File: src/rtl/ball_swarm.sv
`default_nettype none
// ============================================================================
//  Module      : ball_swarm
//  Description : Multi-ball bullet engine. One ball per clock is moved (bounce
//                or wrap per axis) in a sweep launched by the animation strobe,
//                and every active ball is box-tested against the heart.
//  Revision    : 1.0 - initial release
// ============================================================================
module ball_swarm #(
    parameter int N_BALLS  = 4,
    parameter int W        = 16,
    parameter int VW       = 4,
    parameter int F_WIDTH  = 150,
    parameter int F_HEIGHT = 150,
    parameter int FX       = 245,
    parameter int FY       = 230,
    parameter int R        = 5,
    parameter bit X_WRAP   = 1'b0,
    parameter bit Y_WRAP   = 1'b0,
    localparam int IW      = (N_BALLS > 1) ? $clog2(N_BALLS) : 1
) (
    input  logic                 i_clk,
    input  logic                 i_rst_n,
    input  logic                 i_ani_stb,
    input  logic                 i_animate,
    input  logic                 i_clear,
    input  logic                 i_load_vld,
    output logic                 o_load_rdy,
    input  logic [IW-1:0]        i_load_idx,
    input  logic [W-1:0]         i_load_cx,
    input  logic [W-1:0]         i_load_cy,
    input  logic [VW-1:0]        i_load_vx,
    input  logic [VW-1:0]        i_load_vy,
    input  logic [W-1:0]         i_hx,
    input  logic [W-1:0]         i_hy,
    input  logic [W-1:0]         i_hr,
    output logic [N_BALLS*W-1:0] o_cx,
    output logic [N_BALLS*W-1:0] o_cy,
    output logic [W-1:0]         o_r,
    output logic [N_BALLS-1:0]   o_active,
    output logic                 o_busy,
    output logic                 o_frame_done,
    output logic                 o_hit,
    output logic [N_BALLS-1:0]   o_hit_mask
);

    localparam int SW = W + 2;
    typedef logic signed [SW-1:0] sval_t;
    typedef logic signed [VW-1:0] vel_t;

    localparam sval_t         c_l    = sval_t'(FX + R);
    localparam sval_t         c_rt   = sval_t'(FX + F_WIDTH - R);
    localparam sval_t         c_t    = sval_t'(FY + R);
    localparam sval_t         c_b    = sval_t'(FY + F_HEIGHT - R);
    localparam sval_t         c_one  = sval_t'(1);
    localparam logic [W-1:0]  c_cx0  = W'(FX + F_WIDTH / 2);
    localparam logic [W-1:0]  c_cy0  = W'(FY + F_HEIGHT / 2);
    localparam logic [IW-1:0] c_last = IW'(N_BALLS - 1);

    typedef enum logic [0:0] {
        ST_IDLE  = 1'b0,
        ST_SWEEP = 1'b1
    } state_t;

    function automatic sval_t clamp(input sval_t v, input sval_t lo, input sval_t hi);
        sval_t r;
        r = v;
        if (v < lo) r = lo;
        else if (v > hi) r = hi;
        return r;
    endfunction

    // One axis of motion; the bounce velocity is forced toward the interior.
    function automatic void axis_step(input sval_t c, input vel_t v, input sval_t lo,
                                      input sval_t hi, input logic wrap,
                                      output sval_t nc, output vel_t nv);
        sval_t nx;
        vel_t  vabs;
        vabs = v[VW-1] ? -v : v;
        nx   = c + sval_t'(v);
        nc   = nx;
        nv   = v;
        if (wrap) begin
            if (nx < lo) nc = hi - (lo - nx - c_one);
            else if (nx > hi) nc = lo + (nx - hi - c_one);
            nc = clamp(nc, lo, hi);
        end else if (nx < lo) begin
            nc = lo;
            nv = vabs;
        end else if (nx > hi) begin
            nc = hi;
            nv = -vabs;
        end
    endfunction

    function automatic logic near(input sval_t a, input sval_t b, input sval_t lim);
        sval_t d;
        d = a - b;
        if (d[SW-1]) d = -d;
        return d < lim;
    endfunction

    state_t              r_state, w_state_next;
    logic [IW-1:0]       r_idx;
    logic [N_BALLS-1:0]  r_shadow, r_hit_mask, w_mask_next;
    logic                r_frame_done, r_hit;
    logic                w_last, w_load_fire, w_clear;

    logic [W-1:0]        w_cx_all  [N_BALLS];
    logic [W-1:0]        w_cy_all  [N_BALLS];
    vel_t                w_vx_all  [N_BALLS];
    vel_t                w_vy_all  [N_BALLS];
    logic                w_act_all [N_BALLS];

    sval_t               w_cx_cur, w_cy_cur, w_cx_new, w_cy_new, w_lim;
    sval_t               w_ld_cx_s, w_ld_cy_s;
    vel_t                w_vx_new, w_vy_new;
    logic                w_hit_cur;
    logic [W-1:0]        w_ld_cx, w_ld_cy;

    assign w_last      = (r_state == ST_SWEEP) && (r_idx == c_last);
    assign w_load_fire = i_load_vld && (r_state == ST_IDLE);
    assign w_clear     = i_clear && (r_state == ST_IDLE);

    // Datapath for the ball currently addressed by the sweep index.
    always_comb begin
        w_cx_cur  = sval_t'(w_cx_all[r_idx]);
        w_cy_cur  = sval_t'(w_cy_all[r_idx]);
        w_cx_new  = w_cx_cur;
        w_cy_new  = w_cy_cur;
        w_vx_new  = w_vx_all[r_idx];
        w_vy_new  = w_vy_all[r_idx];
        axis_step(w_cx_cur, w_vx_all[r_idx], c_l, c_rt, X_WRAP, w_cx_new, w_vx_new);
        axis_step(w_cy_cur, w_vy_all[r_idx], c_t, c_b, Y_WRAP, w_cy_new, w_vy_new);
        w_lim     = sval_t'(R) + sval_t'(i_hr);
        w_hit_cur = w_act_all[r_idx]
                  & near(w_cx_new, sval_t'(i_hx), w_lim)
                  & near(w_cy_new, sval_t'(i_hy), w_lim);
        w_ld_cx_s = clamp(sval_t'(i_load_cx), c_l, c_rt);
        w_ld_cy_s = clamp(sval_t'(i_load_cy), c_t, c_b);
        w_ld_cx   = w_ld_cx_s[W-1:0];
        w_ld_cy   = w_ld_cy_s[W-1:0];
    end

    for (genvar k = 0; k < N_BALLS; k++) begin : g_ball
        logic [W-1:0] r_cx, r_cy;
        vel_t         r_vx, r_vy;
        logic         r_active;
        logic         w_sel_ld, w_sel_sw;

        // An out-of-range load index matches no ball and is silently dropped.
        assign w_sel_ld = w_load_fire && (i_load_idx == IW'(k));
        assign w_sel_sw = (r_state == ST_SWEEP) && (r_idx == IW'(k)) && r_active;

        always_ff @(posedge i_clk or negedge i_rst_n) begin
            if (!i_rst_n) begin
                r_cx     <= c_cx0;
                r_cy     <= c_cy0;
                r_vx     <= '0;
                r_vy     <= '0;
                r_active <= 1'b0;
            end else if (w_sel_ld) begin
                r_active <= 1'b1;
                r_cx     <= w_ld_cx;
                r_cy     <= w_ld_cy;
                r_vx     <= i_load_vx;
                r_vy     <= i_load_vy;
            end else if (w_clear) begin
                r_active <= 1'b0;
            end else if (w_sel_sw) begin
                r_cx     <= w_cx_new[W-1:0];
                r_cy     <= w_cy_new[W-1:0];
                r_vx     <= w_vx_new;
                r_vy     <= w_vy_new;
            end
        end

        assign w_cx_all[k]  = r_cx;
        assign w_cy_all[k]  = r_cy;
        assign w_vx_all[k]  = r_vx;
        assign w_vy_all[k]  = r_vy;
        assign w_act_all[k] = r_active;
    end

    always_comb begin
        w_state_next = r_state;
        case (r_state)
            ST_IDLE:  if (i_ani_stb && i_animate) w_state_next = ST_SWEEP;
            ST_SWEEP: if (r_idx == c_last) w_state_next = ST_IDLE;
            default:  w_state_next = ST_IDLE;
        endcase
    end

    always_comb begin
        w_mask_next = r_shadow;
        for (int k = 0; k < N_BALLS; k++) begin
            if (r_idx == IW'(k)) w_mask_next[k] = w_hit_cur;
        end
    end

    always_ff @(posedge i_clk or negedge i_rst_n) begin
        if (!i_rst_n) begin
            r_state      <= ST_IDLE;
            r_idx        <= '0;
            r_shadow     <= '0;
            r_hit_mask   <= '0;
            r_frame_done <= 1'b0;
            r_hit        <= 1'b0;
        end else begin
            r_state      <= w_state_next;
            r_frame_done <= w_last;
            r_hit        <= w_last && (|w_mask_next);
            if (r_state == ST_IDLE) begin
                r_idx    <= '0;
                r_shadow <= '0;
            end else begin
                r_idx    <= r_idx + 1'b1;
                r_shadow <= w_mask_next;
            end
            if (w_last) r_hit_mask <= w_mask_next;
        end
    end

    always_comb begin
        o_cx     = '0;
        o_cy     = '0;
        o_active = '0;
        for (int k = 0; k < N_BALLS; k++) begin
            o_cx[k*W +: W] = w_cx_all[k];
            o_cy[k*W +: W] = w_cy_all[k];
            o_active[k]    = w_act_all[k];
        end
    end

    assign o_load_rdy   = (r_state == ST_IDLE);
    assign o_busy       = (r_state == ST_SWEEP);
    assign o_r          = W'(R);
    assign o_frame_done = r_frame_done;
    assign o_hit        = r_hit;
    assign o_hit_mask   = r_hit_mask;

endmodule
`default_nettype wire

File: config.mk
export PLATFORM = sky130hd
export DESIGN_NAME = ball_swarm
export DESIGN_NICKNAME = d
export VERILOG_FILES = /design/src/rtl/ball_swarm.sv
export SDC_FILE = /design/constraint.sdc
export NUM_CORES = 1
export LEC_CHECK = 0
export ABC_AREA = 0
export BUFFER_PORTS_ARGS = -buffer_cell sky130_fd_sc_hd__buf_2
export CAP_MARGIN = 5
export CORE_ASPECT_RATIO = 0.75
export CORE_MARGIN = 2
export CORE_UTILIZATION = 29
export DETAILED_ROUTE_END_ITERATION = 12
export PLACE_DENSITY = 0.53
export SYNTH_ARGS = -nofsm -noshare
export SYNTH_HDL_FRONTEND = slang
export SYNTH_SLANG_ARGS = --single-unit
export TNS_END_PERCENT = 30
File: constraint.sdc
create_clock -name i_clk -period 16.53 [get_ports i_clk]
set_input_delay 3.306 -clock i_clk [delete_from_list [all_inputs] [get_ports i_clk]]
set_output_delay 3.306 -clock i_clk [all_outputs]
set_load 0.01 [all_outputs]
==> flow_metrics.py <==
metrics = {
    "status": {
        "run_status": "completed",
    },
    "die": {
        "die_h_um": 196,
        "boundaryPins": 252,
        "floorplan.core_area_um2": 48500,
        "die_footprint_um2": 50800,
        "start_util_pct": 29.3,
        "die_w_um": 259,
        "core.rowCount": 70,
    },
    "route": {
        "first_pass_detailed_route_iteration_total": 5,
        "drt.antenna.violating_nets": 0,
        "remaining_drc_errors": 0,
        "routed_wire_length_per_instance_um": 22.0,
        "drt_wl_total_mm": 53.8,
        "viasPerCell": 5.55,
        "initialDrtViolationCount": 1036,
        "via_count": 13600,
    },
    "timing": {
        "timing_worst_slew_pin_value_ps": 1210,
        "slew_headroom_pct": 19.4,
        "skew_ps": 13.9,
        "rsz_0062_raised_after_global_routing": "no",
        "maxClockFrequency_mhz": 90.7,
        "final_worst_path_period_need_ps": 11020,
        "tns_ps": 0,
        "finalCritPeriodShare_pct": 66.7,
        "timing.final.max_slew_violations": 0,
        "setup_viol_count_final": 0,
        "report.final.hold_viol_count": 0,
    },
    "min_path": {
        "worst_hold_path.num_cells": 2,
        "worst_hold_path_type": "register to register",
        "timing.hold.worst_endpoint": "g_ball[3].r_vx[0]",
        "hold_start": "g_ball[3].r_vx[0]",
    },
    "cts": {
        "cts_max_path_buffers": 2,
        "cts_resized": 0,
        "clock_tree_root_driver_cell": "clkbuf_16",
        "clkSlewWorstSetupHoldPaths_ps": 70,
        "clock_latency_ps": 460,
        "post-cts-setup-buffer-count": 0,
        "htree_levels": 4,
        "cts_hold_buffers": 0,
        "cts_made_buffers": 17,
        "clock-sinks": 176,
        "cts_tree": "done",
    },
    "global_routing": {
        "grt_overflow": 0,
        "grt_use_total_pct": 20.8,
        "grt_pass1_wl_mm": 80.7,
        "grt_pass1_vias": 12900,
        "grt_antenna_before_repair": 7,
        "grt_max_degree": 66,
    },
    "setup_path": {
        "timing.reg2reg.worst_path_depth": 37,
        "reg_to_reg_setup_timing_slack_ps": 5510,
        "critical_path.max_stage_delay_ps": 730,
        "critPathRequiredTime_ps": 16920,
        "crit_path_top_delay_cell": "dfrtp_4",
        "rr_startpoint": "r_idx[0]",
        "worst_ep_arrival_time_ps": 11410,
        "critical_path.reg2reg.endpoint": "o_hit_mask[0]",
        "worst_setup_path_end_kind": "register",
        "timing_worst_setup_path_type": "register to register",
        "path_common_cell": "ha_1",
        "timing.critical_path.fanout_max": 24,
        "timing.critical_path.from_type": "register",
    },
    "synthesis": {
        "syn_inst": 1574,
        "netlist_top_cells_area": "dfrtp_1 27%, ha_1 9.7%, mux4_2 6.5%",
        "synth-edff-count": 0,
        "yosysWarningCount": 0,
        "ys_seq_area_share_pct": 31.2,
        "synth_most_common_cell": "nand2_1",
        "netlist.top_cell.by_area": "dfrtp_1",
        "synth-seq-cells": 176,
        "synth_top_flop_cell": "dfrtp_1",
        "synth_top_area_share_pct": 26.8,
        "syn_area_per_cell_um2": 9.02,
        "yosys_cell_types": 93,
        "synth.top_cells.by_count": "154 x nand2_1, 152 x dfrtp_1, 112 x nor2_1",
        "async_reset_ff_share_pct": 100,
        "syn_area_um2": 14200,
    },
    "job": {
        "maxCapViolations": 0,
    },
    "cells_and_area": {
        "fillCellCount": 5042,
        "area_growth_pct": 16.8,
        "drive_gt1_share_pct": 21.4,
        "final_cell_area_um2": 16600,
        "layoutNonFillerInstCount": 2444,
        "seq_area_um2": 4440,
        "nets": 1987,
        "footprint_of_the_multi_input_gates_um2": 9100,
    },
    "placement": {
        "placed_cells": 2406,
        "number_of_buffers_inserted_by_port_buffering": 235,
        "gpl_congestion": 0.899,
        "hpwlAfterDp_mm": 40.6,
        "place_area_um2": 16000,
    },
}
## cell families after synthesis
family                     share of synthesized area (%)
other                                             0.0529
adders and majority gates                           10.3
buffers and inverters                               5.33
xor gates and xnor gates                            5.38
and+or+nand+nor                                     18.0
AOI/OAI and AO/OA                                   22.5
DFF                                                 31.2
muxes                                               7.23
## per-layer routing
metal  vias to the layer above  share of wire (%)  global-route usage, %
met4                         4                1.0                   3.49
met1                      6746                 48                   30.7
met2                       534                 43                   30.9
li1                       6249                  -                      -
met5                         -              0.048                      0
met3                        42                8.1                   5.09
## placed cells by master, fill, tap and decap left out, types with 10 or more instances in the layout
master,synthesis,final
nand2_1,154,154
a21oi_1,79,79
ha_1,110,110
o221ai_1,52,52
and2_1,13,13
o21a_1,13,13
dfstp_2,24,24
nor2_1,112,108
dfrtp_1,152,150
mux4_2,41,41
xnor2_1,45,45
or3_1,15,15
and3_1,50,50
nand2b_1,16,16
a31oi_1,10,10
buf_2,8,234
a22oi_1,45,45
clkbuf_16,0,17
nand3_1,35,34
a211oi_1,10,10
nor3_1,35,34
xor2_1,39,39
conb_1,2,23
a22o_1,31,31
nor2_2,6,10
o21ai_0,90,90
nor2b_1,20,20
inv_1,86,86
a21o_1,18,18
o211ai_1,12,12
nand4_1,10,10
buf_4,20,17
## stage by stage
stage | utilization [%] | hold WS [ps] | setup WS, ps
global placement | 33.0 | 458 | 5970
CTS | 34.1 | 482 | 5710
floorplan | - | 441 | 6920
global route | 34.1 | 518 | 4820
detailed placement | 33.0 | 461 | 5720
finish | 34.2 | 483 | 5510
## worst max path at each step
stage	startpoint	endpoint	slack (ps)	cells past startpoint
after floorplan	r_idx[0]	o_hit_mask[0]	6920	38
after global placement	r_idx[0]	o_hit_mask[1]	5970	36
after detailed placement	r_idx[0]	o_hit_mask[0]	5720	36
after CTS	r_idx[0]	o_hit_mask[0]	5710	37
after global routing	r_idx[0]	o_hit_mask[0]	4820	37
final	r_idx[0]	o_hit_mask[0]	5510	37
## worst max-delay path: cells and delay by family, from the launching register on
| family | cells | cell delay [ps] |
|---|---|---|
| AO/OA/AOI/OAI | 18 | 4430 |
| AND/OR/NAND/NOR | 9 | 2120 |
| adder cells (fa/ha/maj) | 5 | 1800 |
| multiplexers | 2 | 1030 |
| buffers and inverters | 3 | 820 |
| flip-flops | 1 | 730 |
## area by class of cell
cell class	count	share of cell area, %
timing repair buffer	252	7.90
antenna	6	0.0906
sequential	176	26.8
inverter	88	1.99
clock inverter	14	0.830
multi-input combinational	1242	54.9
tap	648	4.89
clock buffer	18	2.59
## registers in the layout, summed over array words and instances, names as in the netlist
signal / cells
g_ball.r_cx: 64
g_ball.r_cy: 64
g_ball.r_vx: 16
g_ball.r_vy: 16
g_ball.r_active: 4
o_hit_mask: 4
r_shadow: 3
r_idx: 2
o_busy: 1
o_frame_done: 1
o_hit: 1
Power is not shown: default switching activity piles up to over one toggle a cycle in this logic, so the estimate is an artifact.
